==> config.mk <==
export PLATFORM = sky130hd
export DESIGN_NAME = muldiv_sequencer
export DESIGN_NICKNAME = d
export VERILOG_FILES = /design/src/rtl/muldiv_sequencer.sv
export SDC_FILE = /design/constraint.sdc
export NUM_CORES = 1
export LEC_CHECK = 0
export ABC_AREA = 1
export CAP_MARGIN = 20
export CELL_PAD_IN_SITES_DETAIL_PLACEMENT = 2
export CELL_PAD_IN_SITES_GLOBAL_PLACEMENT = 2
export CORE_ASPECT_RATIO = 0.9
export CORE_MARGIN = 4
export CORE_UTILIZATION = 26
export CTS_CLUSTER_SIZE = 8
export DETAILED_ROUTE_END_ITERATION = 6
export PLACE_DENSITY_LB_ADDON = 0.1
export SYNTH_ARGS = -nofsm -noshare
export SYNTH_HDL_FRONTEND = slang
export SYNTH_SLANG_ARGS = --single-unit
==> constraint.sdc <==
create_clock -name clk -period 3.5 [get_ports clk]
set_clock_uncertainty 0.15 [all_clocks]
set_input_delay 0.7 -clock clk [delete_from_list [all_inputs] [get_ports clk]]
set_output_delay 0.7 -clock clk [all_outputs]
set_load 0.02 [all_outputs]
==> src/rtl/muldiv_sequencer.sv <==
// Multi-cycle MIPS mult/multu/div/divu sequencer that drives the shared 32-bit ALU
// one add/subtract per cycle and accumulates the result in HI/LO.
module muldiv_sequencer #(
  parameter int ITER = 32
) (
  input  logic        clk,
  input  logic        reset,
  input  logic        start,
  input  logic [1:0]  op,
  input  logic [31:0] srca,
  input  logic [31:0] srcb,
  output logic        busy,
  output logic        done,
  output logic [31:0] hi,
  output logic [31:0] lo,
  output logic [31:0] alu_a,
  output logic [31:0] alu_b,
  output logic [2:0]  alu_f,
  input  logic [31:0] alu_y
);

  localparam logic [2:0] F_NONE = 3'b000;
  localparam logic [2:0] F_ADD  = 3'b010;
  localparam logic [2:0] F_SUB  = 3'b110;
  localparam logic [2:0] F_ORN  = 3'b101;
  localparam logic [4:0] LAST   = 5'(ITER - 1);

  typedef enum logic [2:0] {
    S_IDLE, S_NEG_A, S_NEG_B, S_ITER, S_FIX_LO, S_FIX_HI, S_DONE
  } state_t;

  state_t      state_q;
  logic        div_q, sa_q, sb_q, lz_q, busy_q, done_q;
  logic [31:0] a_q, b_q, hi_q, lo_q;
  logic [4:0]  cnt_q;

  logic [31:0] rem;
  logic        neg_res, carry, nborrow, qbit;

  assign neg_res = sa_q ^ sb_q;
  assign rem     = {hi_q[30:0], lo_q[31]};

  // Carry / not-borrow rebuilt from operand and result sign bits; ALU carry-out is unused.
  assign carry   = (alu_a[31] & alu_b[31]) | ((alu_a[31] | alu_b[31]) & ~alu_y[31]);
  assign nborrow = ~((~alu_a[31] & alu_b[31]) | (~(alu_a[31] ^ alu_b[31]) & alu_y[31]));
  assign qbit    = hi_q[31] | nborrow;

  always_comb begin
    alu_a = '0;
    alu_b = '0;
    alu_f = F_NONE;
    case (state_q)
      S_NEG_A: begin alu_f = F_SUB; alu_b = a_q; end
      S_NEG_B: begin alu_f = F_SUB; alu_b = b_q; end
      S_ITER: begin
        if (div_q) begin
          alu_f = F_SUB; alu_a = rem; alu_b = b_q;
        end else begin
          alu_f = F_ADD; alu_a = hi_q; alu_b = lo_q[0] ? b_q : '0;
        end
      end
      S_FIX_LO: if (neg_res) begin alu_f = F_SUB; alu_b = lo_q; end
      S_FIX_HI: begin
        if (!div_q && neg_res) begin
          alu_f = lz_q ? F_SUB : F_ORN; alu_b = hi_q;
        end else if (div_q && sa_q) begin
          alu_f = F_SUB; alu_b = hi_q;
        end
      end
      default: ;
    endcase
  end

  always_ff @(posedge clk) begin
    if (reset) begin
      state_q <= S_IDLE;
      div_q   <= 1'b0;
      sa_q    <= 1'b0;
      sb_q    <= 1'b0;
      lz_q    <= 1'b0;
      busy_q  <= 1'b0;
      done_q  <= 1'b0;
      a_q     <= '0;
      b_q     <= '0;
      hi_q    <= '0;
      lo_q    <= '0;
      cnt_q   <= '0;
    end else begin
      done_q <= 1'b0;
      case (state_q)
        S_IDLE: begin
          if (start) begin
            div_q   <= op[1];
            sa_q    <= ~op[0] & srca[31];
            sb_q    <= ~op[0] & srcb[31];
            a_q     <= srca;
            b_q     <= srcb;
            busy_q  <= 1'b1;
            state_q <= S_NEG_A;
          end
        end
        S_NEG_A: begin
          if (sa_q) a_q <= alu_y;
          state_q <= S_NEG_B;
        end
        // Loop init: LO holds the shifted operand, b_q becomes multiplicand or divisor.
        S_NEG_B: begin
          hi_q  <= '0;
          cnt_q <= '0;
          if (div_q) begin
            lo_q <= a_q;
            b_q  <= sb_q ? alu_y : b_q;
          end else begin
            lo_q <= sb_q ? alu_y : b_q;
            b_q  <= a_q;
          end
          state_q <= S_ITER;
        end
        S_ITER: begin
          if (div_q) begin
            hi_q <= qbit ? alu_y : rem;
            lo_q <= {lo_q[30:0], qbit};
          end else begin
            hi_q <= {carry, alu_y[31:1]};
            lo_q <= {alu_y[0], lo_q[31:1]};
          end
          cnt_q <= cnt_q + 5'd1;
          if (cnt_q == LAST) state_q <= S_FIX_LO;
        end
        S_FIX_LO: begin
          lz_q <= (lo_q == '0);
          if (neg_res) lo_q <= alu_y;
          state_q <= S_FIX_HI;
        end
        S_FIX_HI: begin
          if ((!div_q && neg_res) || (div_q && sa_q)) hi_q <= alu_y;
          done_q  <= 1'b1;
          state_q <= S_DONE;
        end
        S_DONE: begin
          busy_q  <= 1'b0;
          state_q <= S_IDLE;
        end
        default: state_q <= S_IDLE;
      endcase
    end
  end

  assign busy = busy_q;
  assign done = done_q;
  assign hi   = hi_q;
  assign lo   = lo_q;

endmodule

### Word level (Yosys, flattened, before mapping)

Index checks and enable logic that the tools add are counted.

* register bits: 142
* input port bits: 101
* output and inout port bits: 133
* logic and storage cells: 98

* add/subtract/negate cells: 1
* eq/ne operators: 12
* multiplexer cells: 36
* bitwise operators: 17
* reductions and logical operators: 20

Operators with widths (count)
* 32-bit 2-to-1 mux: 18
* 32-bit one-hot mux with 3 select lines: 2
* 32-bit one-hot mux with 5 select lines: 1
* 32-bit one-hot mux with 2 select lines: 2
* 32-bit zero test: 1
* 3-bit 2-to-1 mux: 6
* 3-bit one-hot mux with 6 select lines: 1
* 3-bit one-hot mux with 4 select lines: 1
* 2-bit AND reduction: 6
* 2-bit != test (second input constant): 5
* 5-bit one-hot mux with 2 select lines: 1
* 3-bit == test (second input constant): 3
* 2-bit nonzero test: 4
* 1-bit bitwise AND: 6
* 3-bit by 2-bit == test with 1-bit output (second input constant): 2
* 3-bit nonzero test: 2
* 5-bit by 1-bit adder with 5-bit output (second input constant): 1
* 5-bit == test (second input constant): 1
* 1-bit inverter: 5
* 1-bit bitwise OR: 4
* 3-bit by 1-bit == test with 1-bit output (second input constant): 1
* 3-bit zero test: 1
* 3-bit AND reduction: 1
* 1-bit logical AND: 2
* other kinds (7): 9

### Longest topological paths before layout

* depth in word-level cells: 13
* depth in mapped cells: 20

### Worst setup path before layout

OpenSTA, ideal clock, no wires.

* path type: reg2reg
* start point: reg div_q
* end point: reg lo_q[0], in the netlist lo[0]
* library setup time: 119 ps
* arrival time: 2780 ps
* required time: 3231 ps
* slack: 451 ps
* stages on the path, launching flop included: 17
* buffers on the path: 3
* period minus slack after synthesis: 3049 ps
* cell sequence: dfxtp_1 -> buf_2 -> inv_2 -> clkbuf_1 -> nor2_1 -> a211oi_1 -> inv_1 -> ha_1 -> inv_1 -> nand2_1 -> nand2_1 -> nand2_1 -> nand2_1 -> buf_2 -> o21ai_0 -> nand2_1 -> a21oi_1

* elaborated cells between the ends (all ways): 20

RTL lines
* from (decl): RTL line 33 `logic div_q, sa_q, sb_q, lz_q, busy_q, done_q;`
* from (signal assigned): RTL line 93 `div_q <= op[1];`
* 32-bit 2-to-1 mux *: RTL line 56 `if (div_q) begin`
* 32-bit 2-to-1 mux *: RTL line 52 `case (state_q)`
* net alu_a[31]: RTL line 16 `output logic [31:0] alu_a,`
* 1-bit bitwise XOR: RTL line 45 `assign nborrow = ~((~alu_a[31] & alu_b[31]) | (~(alu_a[31] ^ alu_b[31]) & alu_y[31]));`
* 1-bit inverter: RTL line 45
* 1-bit bitwise AND: RTL line 45
* 1-bit bitwise OR *: RTL line 45
* 1-bit inverter *: RTL line 45
* 1-bit bitwise OR *: RTL line 46 `assign qbit = hi_q[31] | nborrow;`
* 32-bit 2-to-1 mux *: RTL line 120 `if (div_q) begin`
* 32-bit one-hot mux with 3 select lines *: RTL line 90 `case (state_q)`
* to (signal assigned): RTL line 122 `lo_q <= {lo_q[30:0], qbit};`
* to (signal assigned): RTL line 125 `lo_q <= {alu_y[0], lo_q[31:1]};`
* to (signal assigned): RTL line 132 `if (neg_res) lo_q <= alu_y;`
* to (decl): RTL line 34 `logic [31:0] a_q, b_q, hi_q, lo_q;`

The timed path passes the listed nets; every way through them passes the cells marked *.
A chain may end at the register's enable or synchronous reset.

### Worst setup path in the final report

* start point: reg state_q[2]
* end point: out alu_f[2]

* cells in the longest elaborated chain, start to end: 3
* elaborated cells between the ends (all ways): 7

Ends and longest elaborated chain
* from (decl): RTL line 32 `state_t state_q;`
* from (signal assigned): RTL line 76 `state_q <= S_IDLE;`
* from (signal assigned): RTL line 99 `state_q <= S_NEG_A;`
* from (signal assigned): RTL line 104 `state_q <= S_NEG_B;`
* 3-bit by 2-bit == test with 1-bit output or 3-bit by 1-bit == test with 1-bit output (tied branches): RTL line 52
* 2-bit OR reduction (no source line)
* 3-bit one-hot mux with 4 select lines *: RTL line 52
* to (decl): RTL line 18 `output logic [2:0] alu_f,`

Every way passes the cells marked *; elsewhere a longest branch is shown, timed or not.

==> flow_metrics.py <==
metrics = {
    "global_routing": {
        "global_route_layer_with_the_greatest_usage": "met1",
        "grt.total_usage_pct": 28.7,
        "first_global_vias": 14200,
        "gr-usage-met2_pct": 41.0,
        "groute.layer.met1.usage_pct": 44.3,
        "grt_first_pass_wirelength_mm": 96.0,
        "globalRoute.totalOverflow": 0,
        "globalRouteMet3Util_pct": 7.50,
        "antenna_found_initial": 1,
        "maximum_number_of_pins_on_one_net_before_global_route_repair": 87,
    },
    "routing": {
        "firstDrtPassIters": 5,
        "detail_route.iter0.violations": 1219,
        "drt_wl_total_mm": 65.7,
        "detail-route-antenna-nets": 0,
        "wire_per_inst_um": 24.8,
        "vias": 14000,
        "drcViolationCount": 0,
        "vias_per_cell": 5.30,
    },
    "yosys": {
        "synth.top_cells.by_area": "sky130_fd_sc_hd__dfxtp_1 (27%), sky130_fd_sc_hd__nand2_1 (19%), sky130_fd_sc_hd__nor2_1 (12%), sky130_fd_sc_hd__o21ai_0 (12%), sky130_fd_sc_hd__a21oi_1 (7.7%)",
        "synth_top_flop_cell": "sky130_fd_sc_hd__dfxtp_1",
        "synthesis.instances": 1922,
        "syn_nets": 2031,
        "syn_area_um2": 10700,
        "synth_enable_flop_cells": 0,
        "netlist.area_leader.share_pct": 26.7,
        "yosysMostFrequentCell": "sky130_fd_sc_hd__nand2_1",
        "synth-async-reset-ratio_pct": 0,
        "synth.ff_latch_count": 142,
        "synth.avg_cell_area_um2": 5.55,
        "synth_seq_area_share_pct": 26.7,
        "netlist_top_cells_count": "sky130_fd_sc_hd__nand2_1 (526), sky130_fd_sc_hd__nor2_1 (342), sky130_fd_sc_hd__o21ai_0 (245)",
        "yosysWarnings": 0,
        "synthDominantAreaCellType": "sky130_fd_sc_hd__dfxtp_1",
        "netlist-cell-type-count": 32,
    },
    "clock_network": {
        "cts.htree.levels": 4,
        "cts.sink_count": 142,
        "library_cell_used_as_clock_root_buffer": "sky130_fd_sc_hd__clkbuf_16",
        "tritoncts": "built",
        "insertion_delay_ns": 0.46,
        "clk_path_buf_depth": 2,
        "path_clk_slew_ns": 0.07,
        "number_of_buffers_inserted_during_clock_tree_synthesis": 17,
    },
    "worst_setup_path": {
        "crit_required_ns": 2.65,
        "reg2reg_setup_slack_ns": 0.52,
        "crit_path_start_kind": "flop",
        "r2r.worst_path.cells": 20,
        "worstSetupEndpointType": "primary output",
        "crit_type": "flop to primary output",
        "worst_r2r_start": "state_q[2]$_SDFFE_PP0P_",
        "timing.critical_path.fanout_max": 16,
        "cp.arrival_ns": 2.58,
        "endpoint_of_the_most_critical_register_to_register_path": "hi[24]$_SDFFE_PP0P_",
    },
    "final_layout": {
        "fin_nets": 2198,
        "layout_overhead_on_the_synthesized_area_pct": 33.4,
        "non_filler_cells_final": 2644,
        "layout-drive-gt1-share_pct": 5.90,
        "post-route-util_pct": 35.1,
    },
    "sta": {
        "finalSetupViolations": 0,
        "grt_setup_unrepaired": "true",
        "finalWorstPathRequiredPeriod_ns": 3.43,
        "totalNegativeSetupSlack_ns": 0,
        "fmax_ghz": 0.291,
        "report.final.hold_viol_count": 0,
        "slew_headroom_pct": 37.1,
        "period_share_pct": 98.1,
        "report.final.slew_viol_count": 0,
        "tightest_slew_ns": 0.943,
        "finalHoldWorstSlack_ns": 0.348,
    },
    "floorplan": {
        "floorplan.initialDensity_pct": 26.3,
        "io_pins": 234,
        "die_area_um2": 44300,
        "core.rowCount": 70,
        "die_height_um": 200,
        "fp.coreArea_um2": 40600,
        "die_w_um": 221,
    },
    "status": {
        "status": "completed",
    },
    "min_path": {
        "min-delay-path-class": "flop to flop",
        "timing.hold.worst_path_depth": 2,
        "hold_end": "cnt_q[3]$_SDFFE_PP0P_",
        "worst_hold_startpoint": "cnt_q[3]$_SDFFE_PP0P_",
    },
    "placement": {
        "port_buffer_count": 233,
        "placed_cells": 2609,
        "hpwl_mm": 49.0,
        "gp_congestion": 0.908,
    },
    "pwr": {
        "vdd_drop_max_mv": 0.551,
        "power_density_nw_per_um2": 937,
        "power.static_leakage_nw": 6.47,
    },
    "run": {
        "timing.max_cap.violations": 0,
    },
}
how the worst max path moves through the flow:
stage / from / endpoint / slack, ns / cells after the start
after floorplan: div_q$_SDFFE_PP0P_ / lo[0]$_SDFFE_PP0P_ / 0.45 / 16
after global placement: state_q[2]$_SDFFE_PP0P_ / alu_b[20] / 0.30 / 9
after global routing: state_q[2]$_SDFFE_PP0P_ / alu_f[2] / -0.07 / 7
after CTS: state_q[2]$_SDFFE_PP0P_ / alu_b[21] / 0.0003 / 9
final: state_q[2]$_SDFFE_PP0P_ / alu_f[2] / 0.07 / 7
after detailed placement: state_q[0]$_SDFFE_PP0P_ / alu_b[31] / 0.27 / 9
logic make-up (layout without fill, tap and decap cells):
family,count (synthesis),in the layout,synth area share (%)
adder cells (fa/ha/maj),8,8,0.939
flip-flops,142,142,26.7
AO/OA/AOI/OAI,471,471,23.2
buffers and inverters,308,488,12.0
other,0,2,0
AND/OR/NAND/NOR,993,993,37.1
cell type report:
| class | count | area [um^2] |
|---|---|---|
| clock inverter | 15 | 186 |
| multi-input combinational | 1472 | 6560 |
| tap | 540 | 676 |
| sequential | 142 | 2850 |
| timing repair buffer | 282 | 2850 |
| fill | 5053 | 26300 |
| clock buffer | 17 | 425 |
| inverter | 174 | 673 |
| antenna | 2 | 5.00 |
power breakdown:
part	internal, mW	switching (mW)	leakage, nW
Sequential	2.35	1.08	1.17
Clock	1.13	0.902	0.286
Combinational	2.50	5.36	5.01
registers in the layout, summed over array words and instances, names as in the netlist, 3 cells and up:
signal,cells
cnt_q,5
a_q,32
hi,32
lo,32
b_q,32
state_q,3
stage by stage:
step / worst slack [ns] / power [mW] / instance area [um^2]
2_1_floorplan: 0.451 / 7.55 / 10700
3_3_place_gp: 0.298 / 11.0 / 13500
3_5_place_dp: 0.270 / 11.2 / 13500
4_1_cts: 0.000307 / 13.3 / 14100
5_1_grt: -0.0656 / 14.3 / 14200
6_report: 0.0666 / 13.3 / 14200
repair_timing:
action / 4_1_cts / 5_1_grt
endpoints found under the setup margin: 53 / 34
hold buffers: 0 / 0
pin swaps: 1 / 1
buffers inserted: 1 / 0
resized for setup: 20 / 34
cloned: 0 / 0
metal layers:
metal,up-vias,wire (um)
li1,6464,-
met1,7049,33400
met2,460,26400
met3,29,5440
met4,2,425
met5,-,7
worst max-delay path, stage by stage, from the launching register on:
cell                              delay, ns
sky130_fd_sc_hd__dfxtp_2               0.38
sky130_fd_sc_hd__buf_4                 0.19
sky130_fd_sc_hd__inv_4                 0.10
sky130_fd_sc_hd__nand2_2               0.27
sky130_fd_sc_hd__a21oi_1               0.24
sky130_fd_sc_hd__nor3_1                0.08
sky130_fd_sc_hd__a21oi_1               0.17
sky130_fd_sc_hd__clkdlybuf4s50_1       0.69
layout by cell type (no fill, tap or decap), types with 2 or more instances in the layout:
master                            netlist  routed
sky130_fd_sc_hd__nor3_1                 6       6
sky130_fd_sc_hd__a211oi_1              34      34
sky130_fd_sc_hd__inv_2                  8       5
sky130_fd_sc_hd__o21ai_1               15      15
sky130_fd_sc_hd__dlymetal6s2s_1         0      24
sky130_fd_sc_hd__dlygate4sd2_1          0       8
sky130_fd_sc_hd__or2_0                  2       2
sky130_fd_sc_hd__clkbuf_16              0      17
sky130_fd_sc_hd__dfxtp_2                0       6
sky130_fd_sc_hd__a21oi_1              164     164
sky130_fd_sc_hd__o21a_1                10      10
sky130_fd_sc_hd__nand2_2                6       6
sky130_fd_sc_hd__inv_1                162     161
sky130_fd_sc_hd__nor2_1               342     336
sky130_fd_sc_hd__buf_12                 0       6
sky130_fd_sc_hd__nor2_4                 3       3
sky130_fd_sc_hd__ha_1                   8       8
sky130_fd_sc_hd__clkinvlp_4             0       4
sky130_fd_sc_hd__inv_4                  2       4
sky130_fd_sc_hd__clkdlybuf4s50_1        0     201
sky130_fd_sc_hd__diode_2                0       2
sky130_fd_sc_hd__clkinv_4               0       4
sky130_fd_sc_hd__inv_6                  0       3
sky130_fd_sc_hd__nand2_4                2       3
sky130_fd_sc_hd__nand4_1                5       5
sky130_fd_sc_hd__nand2_1              526     525
sky130_fd_sc_hd__dfxtp_1              142     136
sky130_fd_sc_hd__bufinv_16              0       3
sky130_fd_sc_hd__nand3_1               95      95
sky130_fd_sc_hd__o21ai_0              245     245
sky130_fd_sc_hd__clkinv_2               0       3
sky130_fd_sc_hd__nor2_2                 2       8
sky130_fd_sc_hd__buf_6                  3       4
sky130_fd_sc_hd__nand3_2                2       2
sky130_fd_sc_hd__buf_4                  5      38
Note: power is estimated with default switching activity, not from simulation.
